### src/rtl/func_table_scanner_pkg.sv
// Shared types and sizes for the function-table scanner.
// Imported by the interface, the expected table and the top.
package scan_pkg;

  localparam int A_W   = 4;
  localparam int F_W   = 3;
  localparam int DEPTH = 16;

  typedef enum logic [1:0] {
    S_IDLE,
    S_SETTLE,
    S_SAMPLE,
    S_DONE
  } state_t;

endpackage

### src/rtl/func_table_scanner_if.sv
// Host/config and function-block pins of the scanner.
// master = host side, slave = scanner side.
interface func_table_scanner_if;
  import scan_pkg::*;

  logic           start;
  logic           cfg_we;
  logic [A_W-1:0] cfg_addr;
  logic [F_W-1:0] cfg_val;
  logic [F_W-1:0] cfg_care;
  logic [A_W-1:0] a_out;
  logic [F_W-1:0] f_in;
  logic           busy;
  logic           done;
  logic           pass;
  logic [4:0]     err_cnt;
  logic           err_valid;
  logic [A_W-1:0] first_err_idx;

  modport master (
    output start, cfg_we, cfg_addr,
    output cfg_val, cfg_care, f_in,
    input  a_out, busy, done, pass,
    input  err_cnt, err_valid, first_err_idx
  );

  modport slave (
    input  start, cfg_we, cfg_addr,
    input  cfg_val, cfg_care, f_in,
    output a_out, busy, done, pass,
    output err_cnt, err_valid, first_err_idx
  );

endinterface

### src/rtl/func_table_scanner_exp_table.sv
// Expected-response register file: 16 x {val, care}.
// One write port, one combinational read port.
module exp_table
  import scan_pkg::*;
(
  input  logic           clk,
  input  logic           rst_n,
  input  logic           we,
  input  logic [A_W-1:0] addr,
  input  logic [F_W-1:0] val,
  input  logic [F_W-1:0] care,
  input  logic [A_W-1:0] idx,
  output logic [F_W-1:0] rd_val,
  output logic [F_W-1:0] rd_care
);

  logic [F_W-1:0] val_q  [DEPTH];
  logic [F_W-1:0] care_q [DEPTH];

  always_ff @(posedge clk or negedge rst_n) begin
    if (!rst_n) begin
      for (int i = 0; i < DEPTH; i++) begin
        val_q[i]  <= '0;
        care_q[i] <= '0;
      end
    end else if (we) begin
      val_q[addr]  <= val;
      care_q[addr] <= care;
    end
  end

  assign rd_val  = val_q[idx];
  assign rd_care = care_q[idx];

endmodule

### src/rtl/func_table_scanner.sv
// Self-check sequencer: sweeps codes 0..15, settles, samples f
// against the expected table and reports pass/err_cnt/first_err_idx.
module func_table_scanner
  import scan_pkg::*;
#(
  parameter int unsigned SETTLE = 2
) (
  input logic               clk,
  input logic               rst_n,
  func_table_scanner_if.slave bus
);

  state_t         state;
  state_t         state_nx;
  logic [A_W-1:0] idx;
  logic [3:0]     settle_cnt;
  logic [F_W-1:0] exp_val;
  logic [F_W-1:0] exp_care;
  logic           mismatch;
  logic           busy;
  logic           pass_q;
  logic [4:0]     err_cnt_q;
  logic           err_valid_q;
  logic [A_W-1:0] first_q;

  exp_table u_tab (
    .clk     (clk),
    .rst_n   (rst_n),
    .we      (bus.cfg_we && !busy),
    .addr    (bus.cfg_addr),
    .val     (bus.cfg_val),
    .care    (bus.cfg_care),
    .idx     (idx),
    .rd_val  (exp_val),
    .rd_care (exp_care)
  );

  always_ff @(posedge clk or negedge rst_n) begin
    if (!rst_n) state <= S_IDLE;
    else        state <= state_nx;
  end

  always_comb begin
    state_nx = state;
    unique case (state)
      S_IDLE:
        if (bus.start) state_nx = S_SETTLE;
      S_SETTLE:
        if (settle_cnt == 4'(SETTLE - 1))
          state_nx = S_SAMPLE;
      S_SAMPLE:
        state_nx = (idx == A_W'(DEPTH - 1))
                   ? S_DONE : S_SETTLE;
      S_DONE:
        state_nx = S_IDLE;
    endcase
  end

  always_comb begin
    busy     = (state != S_IDLE);
    bus.done = (state == S_DONE);
    // care=0 masks the bit entirely, x/z included
    mismatch = |((bus.f_in ^ exp_val) & exp_care);
  end

  always_ff @(posedge clk or negedge rst_n) begin
    if (!rst_n) begin
      idx         <= '0;
      settle_cnt  <= '0;
      pass_q      <= 1'b0;
      err_cnt_q   <= '0;
      err_valid_q <= 1'b0;
      first_q     <= '0;
    end else begin
      unique case (state)
        S_IDLE:
          if (bus.start) begin
            idx         <= '0;
            settle_cnt  <= '0;
            pass_q      <= 1'b0;
            err_cnt_q   <= '0;
            err_valid_q <= 1'b0;
            first_q     <= '0;
          end
        S_SETTLE:
          settle_cnt <= settle_cnt + 4'd1;
        S_SAMPLE: begin
          if (mismatch) begin
            err_cnt_q <= err_cnt_q + 5'd1;
            if (!err_valid_q) begin
              err_valid_q <= 1'b1;
              first_q     <= idx;
            end
          end
          if (idx != A_W'(DEPTH - 1)) begin
            idx        <= idx + A_W'(1);
            settle_cnt <= '0;
          end
        end
        S_DONE:
          pass_q <= (err_cnt_q == 5'd0);
      endcase
    end
  end

  assign bus.a_out         = idx;
  assign bus.busy          = busy;
  assign bus.pass          = pass_q;
  assign bus.err_cnt       = err_cnt_q;
  assign bus.err_valid     = err_valid_q;
  assign bus.first_err_idx = first_q;

endmodule

### src/flat_wrapper.sv
// flat-port wrapper written by rule: the top's interface ports become plain ports
module func_table_scanner_flat import scan_pkg::*;
#(
  parameter int unsigned SETTLE = 2
)
  (clk, rst_n, bus_start, bus_cfg_we, bus_cfg_addr, bus_cfg_val, bus_cfg_care, bus_f_in, bus_a_out, bus_busy, bus_done, bus_pass, bus_err_cnt, bus_err_valid, bus_first_err_idx);
  func_table_scanner_if bus_i ();
  input logic clk;
  input logic rst_n;
  input wire logic [$bits(bus_i.start)-1:0] bus_start;
  input wire logic [$bits(bus_i.cfg_we)-1:0] bus_cfg_we;
  input wire logic [$bits(bus_i.cfg_addr)-1:0] bus_cfg_addr;
  input wire logic [$bits(bus_i.cfg_val)-1:0] bus_cfg_val;
  input wire logic [$bits(bus_i.cfg_care)-1:0] bus_cfg_care;
  input wire logic [$bits(bus_i.f_in)-1:0] bus_f_in;
  output wire logic [$bits(bus_i.a_out)-1:0] bus_a_out;
  output wire logic [$bits(bus_i.busy)-1:0] bus_busy;
  output wire logic [$bits(bus_i.done)-1:0] bus_done;
  output wire logic [$bits(bus_i.pass)-1:0] bus_pass;
  output wire logic [$bits(bus_i.err_cnt)-1:0] bus_err_cnt;
  output wire logic [$bits(bus_i.err_valid)-1:0] bus_err_valid;
  output wire logic [$bits(bus_i.first_err_idx)-1:0] bus_first_err_idx;
  assign bus_i.start = bus_start;
  assign bus_i.cfg_we = bus_cfg_we;
  assign bus_i.cfg_addr = bus_cfg_addr;
  assign bus_i.cfg_val = bus_cfg_val;
  assign bus_i.cfg_care = bus_cfg_care;
  assign bus_i.f_in = bus_f_in;
  assign bus_a_out = bus_i.a_out;
  assign bus_busy = bus_i.busy;
  assign bus_done = bus_i.done;
  assign bus_pass = bus_i.pass;
  assign bus_err_cnt = bus_i.err_cnt;
  assign bus_err_valid = bus_i.err_valid;
  assign bus_first_err_idx = bus_i.first_err_idx;
  func_table_scanner #(.SETTLE(SETTLE)) u_core (.clk(clk), .rst_n(rst_n), .bus(bus_i));
endmodule
### config.mk
export PLATFORM = sky130hd
export DESIGN_NAME = func_table_scanner_flat
export DESIGN_NICKNAME = d
export VERILOG_FILES = /design/src/rtl/func_table_scanner_pkg.sv /design/src/rtl/func_table_scanner_if.sv /design/src/rtl/func_table_scanner_exp_table.sv /design/src/rtl/func_table_scanner.sv /design/src/flat_wrapper.sv
export SDC_FILE = /design/constraint.sdc
export NUM_CORES = 1
export LEC_CHECK = 0
export ABC_AREA = 0
export ABC_CLOCK_PERIOD_IN_PS = 3370
export CAP_MARGIN = 20
export CORE_UTILIZATION = 48
export CTS_CLUSTER_DIAMETER = 40
export CTS_CLUSTER_SIZE = 14
export DETAILED_ROUTE_END_ITERATION = 8
export PLACE_DENSITY = 0.67
export SYNTH_ARGS = -nofsm -noshare
export SYNTH_HDL_FRONTEND = slang
export SYNTH_HIERARCHICAL = 1
export SYNTH_SLANG_ARGS = --single-unit
### constraint.sdc
create_clock -name clk -period 3.37 [get_ports clk]
set_input_delay 0.674 -clock clk [delete_from_list [all_inputs] [get_ports clk]]
set_output_delay 0.674 -clock clk [all_outputs]
set_load 0.05 [all_outputs]
==> impl_metrics.tcl, run 1 <==
set metrics [dict create \
    status "completed" \
    cellLeakagePower_uw 0.00317 \
    worst_slack_ns 0.515 \
    gp_congestion 0.851 \
    drive_gt1_share_pct 32.7 \
    pre_cts_slack_ns 0.562 \
    drt_first_pass_iters 4 \
    initial_utilization_pct 49.2 \
    drtIter0Drc 197 \
    fmax_mhz 350 \
    hold_violations 0 \
    use_met1_pct 28.9 \
    core_area_um2 11400 \
    ios 34 \
    use_met3_pct 7.64 \
    top_usage_layer "met2" \
    die_w_um 110 \
    final.setup.tns_ns 0 \
    grt_pass1_vias 3587 \
    viasPerCell 5.89 \
    io_buffers 33 \
    synth_seq_cells 117 \
    drc 0 \
    routed_wl_um 12000 \
    hpwl_um 7930 \
    cts_setup_buffers 0 \
    skew_ns 0.00554 \
    synth_fp_nets 414 \
    min_period_ns 2.86 \
    synth_cells 392 \
    fillers 895 \
    synth_area_per_cell_um2 14.3 \
    hold_path.class "input pin to async pin" \
    vias 3431 \
    grt_pass1_wl_um 19300 \
    maxCapViolCount 0 \
    reg2reg_slack_ns 0.57 \
    grt-ovfl-total 0 \
    arrival_ns 2.18 \
    fin_nets 449 \
    post_cts_resized 0 \
    numClockSinks 117 \
    period_share_pct 84.7 \
    die-area_um2 12100 \
    drtAntennaViolNets 0 \
    netlist_top_cells_area "dfrtp_1 52%, mux2_2 13%, mux4_2 5.6%" \
    synth_top_flop_cell "dfrtp_1" \
    worst_ir_drop_vdd_mv 0.500 \
    grt_max_degree 61 \
    cts-buffers-inserted 17 \
    hold_ws_ns 0.324 \
    timing.critical_path.fanout_max 17 \
    seq_area_frac_synth_pct 52.1 \
    synth_top_area_share_pct 52.1 \
    cts_tree "yes" \
    tightest_slew_ns 0.755 \
    finalMaxSlewViolations 0 \
    worstSetupStartpointType "flip-flop" \
    wl_per_cell_um 20.6 \
    globalRouteTotalUtil_pct 22.3 \
    cts_buffer_depth 2 \
    syn_to_final_growth_pct 18.6 \
    relSlewSlack_pct 49.7 \
    async_flop_share_pct 100 \
    yosysTopAreaCell "dfrtp_1" \
    clk-insertion-delay-late_ns 0.41 \
    critical_path_class "flip-flop to output port" \
    antenna_found_initial 0 \
    diodes 0 \
    rsz0062_at_grt "no" \
    ctsHoldBuffers 0 \
    h-tree-depth 4 \
    critPathMaxStageDelay_ns 0.81 \
    powerDensity_nw_per_um2 625 \
    finalSetupViolCount 0 \
    synth_area_um2 5620 \
    yosysUniqueCellTypes 44 \
    utilization_pct 58.3 \
    num_rows 39 \
    use_met2_pct 35.0 \
    cp-end-kind "output port" \
    die_h_um 110 \
    synth_edf_count 0 \
    synth-warning-count 6 \
    crit_slowest_cell "clkdlybuf4s50_1" \
    required_ns 2.70 \
    clkTransAtPathRegs_ns 0.05 \
    worstPathCellList "or2_2 > clkdlybuf4s50_1" \
    root_buffer "clkbuf_16" \
]
flip-flops by register name, indices dropped and copies added (netlist names):
signal / flops
u_core/u_tab/val_q: 48
u_core/state: 2
u_core/u_tab/care_q: 48
u_core/bus.err_valid: 1
u_core/bus.err_cnt: 5
u_core/bus.first_err_idx: 4
u_core/bus.pass: 1
u_core/bus.a_out: 4
u_core/settle_cnt: 4
routing by layer:
| metal | routed length [µm] | share of wire [%] |
|---|---|---|
| met1 | 5390 | 45 |
| met2 | 5790 | 48 |
| met3 | 674 | 5.6 |
| met4 | 176 | 1.5 |
| met5 | 0 | 0 |
Yosys cell counts (8+ instances only):
library cell and count:
mux2_1 18, mux2_4 12, mux2_2 67, clkbuf_1 11, a22o_1 10, mux4_1 10
inv_1 9, a22oi_1 13, nor2_1 8, nand2_1 18, dfrtp_1 117, nand2b_1 8
nor2_2 9, mux4_2 14
per-stage QoR:
stage | instance area (µm²) | instances | total power [µW]
after floorplan | 5620 | 392 | 2110
after CTS | 6660 | 583 | 4200
after global routing | 6660 | 583 | 4350
final | 6660 | 583 | 4170
after global placement | 6050 | 551 | 2310
after detailed placement | 6050 | 551 | 2320
path summary, 6_finish.rpt:
| kind | to | cells past startpoint | startpoint |
|---|---|---|---|
| worst max-delay path | bus_busy | 2 | u_core/state[1] |
| worst min-delay path | u_core/u_tab/care_q[8] | 1 | rst_n |
| worst max register to register | u_core/bus.err_cnt[4] | 9 | u_core/bus.a_out[0] |
| worst min register to register | u_core/u_tab/val_q[32] | 1 | u_core/u_tab/val_q[32] |
| max in group asynchronous | u_core/bus.err_valid | 2 | rst_n |
| min in group clk | u_core/u_tab/val_q[32] | 1 | u_core/u_tab/val_q[32] |
report_power, final:
group	internal, µW	switching, µW
Combinational	304	392
Sequential	1500	101
Clock	1230	638
Total	3040	1130
logic make-up after synthesis:
family / share of synthesized area (%)
multiplexers: 30.7
flip-flops: 52.1
AND/OR/NAND/NOR: 6.04
AO/OA/AOI/OAI: 6.17
buffers and inverters: 2.90
adder cells (fa/ha/maj): 1.11
XOR/XNOR: 0.936
cells in the final DEF, fill, tap and decap left out, types with 10 or more instances in the layout:
master | netlist | final
clkbuf_16 | 0 | 17
mux2_4 | 12 | 12
clkdlybuf4s50_1 | 0 | 32
mux2_1 | 18 | 18
mux4_2 | 14 | 14
a22o_1 | 10 | 10
nand2_1 | 18 | 18
dfrtp_1 | 117 | 117
a22oi_1 | 13 | 13
mux4_1 | 10 | 10
mux2_2 | 67 | 67
area by class of cell:
type	instances	area, µm²	share of cell area [%]
clock buffers	18	429	6.44
inverters	10	37.5	0.563
repair buffers	38	378	5.67
multi-input cells	243	2530	37.9
well taps	143	179	2.69
flip-flops and latches	117	2930	43.9
clock inverters	14	185	2.78
worst max-delay path, delay by kind of cell, from the launching register on:
| family | cells | cell delay, ns |
|---|---|---|
| buffers and inverters | 1 | 0.81 |
| DFF | 1 | 0.69 |
| and+or+nand+nor | 1 | 0.26 |
No activity file was read; power rests on OpenSTA's default activity.
==> run 2, diff against run 1 <==
- ABC_CLOCK_PERIOD_IN_PS: 3370 -> 2300
- PLACE_DENSITY: 0.67 -> 0.69
- clock period: 3.37 -> 2.3 ns (I/O delays scaled with it)
==> impl_metrics.tcl, run 2 (synthesis results as in run 1) <==
set metrics [dict create \
    drc 0 \
    period_share_pct 116 \
    seq_power_share_pct 36.6 \
    hold_violations 0 \
    initial_utilization_pct 49.2 \
    globalRouteTotalUtil_pct 24.1 \
    routed_wl_um 13000 \
    p_int_uw 4700 \
    required_ns 2.60 \
    p_sw_share_pct 26.7 \
    clk-insertion-delay-late_ns 0.41 \
    use_met3_pct 6.00 \
    multi_input_area_um2 2590 \
    arrival_ns 2.97 \
    finalSetupViolCount 10 \
    io_buffers 33 \
    final_common_cell "dfrtp_1" \
    die-area_um2 12100 \
    maxCapViolCount 0 \
    tightest_slew_ns 0.685 \
    syn_to_final_growth_pct 27.6 \
    grt-ovfl-total 0 \
    die_w_um 110 \
    cts_tree "yes" \
    dpl_cell_area_um2 6400 \
    worstSetupStartpointType "flip-flop" \
    core_area_um2 11400 \
    min_period_ns 2.67 \
    startpoint "u_core/bus.a_out[0]" \
    combPwrFrac_pct 19.5 \
    finalMaxSlewViolations 0 \
    drive_gt1_share_pct 42.5 \
    critical_path_class "flip-flop to flip-flop" \
    p_sw_uw 1710 \
    cts-buffers-inserted 17 \
    power_uw 6410 \
    fin_nets 487 \
    numClockSinks 117 \
    relSlewSlack_pct 54.2 \
    gp_congestion 0.873 \
    num_rows 39 \
    cellLeakagePower_uw 0.00342 \
    fillers 862 \
    die_h_um 110 \
    h-tree-depth 4 \
    diodes 0 \
    grt_max_degree 65 \
    powerDensity_nw_per_um2 894 \
    drtAntennaViolNets 0 \
    p_clk_share_pct 43.9 \
    final.setup.tns_ns -3.48 \
    vias 3632 \
    worst_slack_ns -0.373 \
    wl_per_cell_um 20.9 \
    viasPerCell 5.85 \
    use_met2_pct 37.1 \
    grt_pass1_wl_um 20700 \
    rr_worst_depth 10 \
    r2r_start "u_core/bus.a_out[0]" \
    clkTransAtPathRegs_ns 0.05 \
    ios 34 \
    violations "setup timing" \
    hpwl_um 8530 \
    grt_pass1_vias 3674 \
    rsz0062_at_grt "yes" \
    cp-end-kind "flip-flop" \
    register_area_um2 2930 \
    timing.critical_path.fanout_max 8 \
    cts_buffer_depth 2 \
    root_buffer "clkbuf_16" \
    layout_common_cells "115 x dfrtp_1, 67 x mux2_2, 34 x buf_4" \
    skew_ns 0.00560 \
    top_usage_layer "met2" \
    worst_ir_drop_vdd_mv 0.595 \
    hold_path.class "input pin to async pin" \
    drt_first_pass_iters 5 \
    finalInstanceArea_um2 7170 \
    use_met1_pct 32.3 \
    antenna_found_initial 0 \
    utilization_pct 62.8 \
    reg2reg_to "u_core/bus.first_err_idx[2]" \
    status "complete, but fails checks" \
    reg2reg_slack_ns -0.37 \
    drtIter0Drc 263 \
    fmax_mhz 374 \
]
run 2: through the flow:
stage | instances | hold WS, ns | setup slack [ns]
after global routing | 621 | 0.496 | -0.475
after global placement | 585 | 0.361 | -0.367
after floorplan | 392 | 0.164 | -0.622
after CTS | 620 | 0.470 | -0.340
final | 621 | 0.467 | -0.373
after detailed placement | 585 | 0.364 | -0.385
run 2: routing by layer:
metal / routed length (µm) / share of wire, %
met5: 0 / 0
met4: 337 / 2.6
met3: 603 / 4.6
met2: 6230 / 48
met1: 5830 / 45
run 2: power groups by stage:
stage | combinational [µW] | clock (µW) | sequential [µW]
2_1_floorplan | 681 | 0 | 2410
3_3_place_gp | 1150 | 0 | 2360
3_5_place_dp | 1180 | 0 | 2360
4_1_cts | 1250 | 2850 | 2340
5_1_grt | 1340 | 2950 | 2360
6_report | 1250 | 2810 | 2340
run 2: what timing repair did:
item,in CTS,in global routing
endpoints found under the setup margin,11,11
resized for setup,19,4
pin swaps,18,4
gates cloned,1,0
endpoints found under the hold margin,17,0
hold buffers,1,0
buffers inserted,1,1
run 2: how the worst max path moves through the flow:
stage / cells past startpoint / endpoint / slack (ns)
6_report: 10 / u_core/bus.first_err_idx[2] / -0.37
5_1_grt: 9 / u_core/bus.first_err_idx[3] / -0.48
3_5_place_dp: 9 / u_core/bus.err_cnt[4] / -0.38
4_1_cts: 9 / u_core/bus.first_err_idx[1] / -0.34
3_3_place_gp: 9 / u_core/bus.err_cnt[4] / -0.37
2_1_floorplan: 9 / u_core/bus.first_err_idx[3] / -0.62
run 2: cell type report:
class	instances	share of cell area, %
multi-input cells	243	36.2
repair buffers	76	11.2
inverters	10	0.524
clock inverters	8	2.04
clock buffers	24	6.72
well taps	143	2.50
flip-flops and latches	117	40.9
run 2: critical path, cell delays in order (launching register included):
cell	delay (ns)
dfrtp_2	0.53
buf_12	0.16
buf_4	0.10
mux4_2	0.51
a22oi_2	0.14
nand2_1	0.08
xor2_1	0.14
a222oi_1	0.11
buf_4	0.18
a221o_2	0.37
a22o_1	0.22
==> run 3, diff against run 2 <==
- RECOVER_POWER: default -> 100
==> impl_metrics.tcl, run 3 (synthesis results as in run 1) <==
set metrics [dict create \
    required_ns 2.59 \
    min_to "u_core/u_tab/care_q[44]" \
    viasPerCell 5.84 \
    rsz0062_at_grt "yes" \
    antenna_found_initial 0 \
    globalRouteTotalUtil_pct 24.1 \
    hold_ws_ns 0.484 \
    seq_power_share_pct 36.6 \
    period_share_pct 116 \
    fin_nets 487 \
    cts_tree "yes" \
    min_period_ns 2.67 \
    critPathMaxStageDelay_ns 0.53 \
    worst_slack_ns -0.372 \
    die_h_um 110 \
    reg2reg_to "u_core/bus.first_err_idx[2]" \
    hpwl_um 8530 \
    clkTransAtPathRegs_ns 0.06 \
    p_sw_share_pct 26.7 \
    worst-path-buf-inv 3 \
    crit_slowest_cell "dfrtp_2" \
    arrival_ns 2.97 \
    diodes 0 \
    gp_congestion 0.873 \
    drt_first_pass_iters 4 \
    wl_per_cell_um 21.0 \
    maxCapViolCount 0 \
    cellLeakagePower_uw 0.00341 \
    hp-start "u_core/u_tab/care_q[44]" \
    syn_to_final_growth_pct 27.1 \
    p_sw_uw 1710 \
    powerDensity_nw_per_um2 896 \
    die_w_um 110 \
    r2r_start "u_core/bus.a_out[0]" \
    worst_ir_drop_vdd_mv 0.592 \
    routed_wl_um 13000 \
    combPwrFrac_pct 19.4 \
    grt_max_degree 65 \
    startpoint "u_core/bus.a_out[0]" \
    cp_top_family "compound AO/OA/AOI/OAI gates" \
    worstSetupStartpointType "flip-flop" \
    vias 3624 \
    drive_gt1_share_pct 42.1 \
    numClockSinks 117 \
    finalSetupViolCount 10 \
    root_buffer "clkbuf_16" \
    h-tree-depth 4 \
    final_common_cell "dfrtp_1" \
    worstPathCellList "buf_12 > buf_4 > mux4_2 > a22oi_2 > nand2_1 > xor2_1 > a222oi_1 > buf_4 > a221o_2 > a22o_1" \
    p_clk_share_pct 44.0 \
    hold_path.class "flip-flop to flip-flop" \
    grt_pass1_wl_um 20700 \
    clk-insertion-delay-late_ns 0.42 \
    rr_worst_depth 10 \
    crit_path_frequent_cell "buf_4" \
    num_rows 39 \
    drtAntennaViolNets 0 \
    critical_path_class "flip-flop to flip-flop" \
    reg2reg_slack_ns -0.37 \
    fmax_mhz 374 \
    ios 34 \
    die-area_um2 12100 \
    cp-end-kind "flip-flop" \
    grt-ovfl-total 0 \
    drtIter0Drc 265 \
    grt_pass1_vias 3674 \
    placedCellCount 585 \
    hold_violations 0 \
    violations "setup timing" \
    layout_common_cells "115 x dfrtp_1, 67 x mux2_2, 32 x buf_4" \
    status "complete, but fails checks" \
    timing.critical_path.fanout_max 8 \
    cts-buffers-inserted 17 \
    drc 0 \
    finalMaxSlewViolations 0 \
    initial_utilization_pct 49.2 \
    p_int_uw 4690 \
    fin_cells 621 \
    relSlewSlack_pct 32.7 \
    io_buffers 33 \
    min_path_cells 1 \
    skew_ns 0.0118 \
    cts_buffer_depth 2 \
    tightest_slew_ns 1.01 \
    core_area_um2 11400 \
    pre_cts_slack_ns -0.385 \
]
[run 3: area by class of cell]
cell class,count,area (µm²)
multi-input cells,243,2590
repair buffers,76,772
inverters,10,37.5
fillers,864,4280
clock buffers,24,482
well taps,143,179
clock inverters,8,146
flip-flops and latches,117,2930
[run 3: worst max-delay path by stage]
| stage | slack [ns] | to | cells after the start |
|---|---|---|---|
| floorplan | -0.62 | u_core/bus.first_err_idx[3] | 9 |
| finish | -0.37 | u_core/bus.first_err_idx[2] | 10 |
| global placement | -0.37 | u_core/bus.err_cnt[4] | 9 |
| global route | -0.48 | u_core/bus.first_err_idx[3] | 9 |
| detailed placement | -0.38 | u_core/bus.err_cnt[4] | 9 |
| CTS | -0.34 | u_core/bus.first_err_idx[1] | 9 |
[run 3: layer usage]
layer / wire (µm) / global-route usage [%] / up-vias
li1: - / - / 1612
met1: 5970 / 32.3 / 1890
met2: 6230 / 37.1 / 95
met3: 497 / 6.00 / 27
met4: 328 / 10.6 / 0
met5: 0 / 0 / -
[run 3: what timing repair did]
action,4_1_cts,5_1_grt
gates resized for setup,19,4
hold buffers,1,0
hold endpoints to repair,17,0
pin swaps,18,4
buffers inserted,1,1
endpoints found under the setup margin,11,11
gates cloned,1,0
[run 3: stage by stage]
step	utilization (%)	TNS [ns]	total power, µW	instance area [µm²]
floorplan	-	-5.92	3090	5620
CTS	62.5	-3.06	6430	7140
global placement	56.1	-3.39	3510	6400
global route	62.5	-4.47	6640	7140
detailed placement	56.1	-3.88	3540	6400
finish	62.5	-3.45	6390	7140
[run 3: power groups by stage]
stage	combinational [µW]	clock, µW	sequential, µW
finish	1240	2810	2340
global placement	1150	0	2360
global route	1320	2950	2360
detailed placement	1180	0	2360
floorplan	681	0	2410
CTS	1250	2850	2340
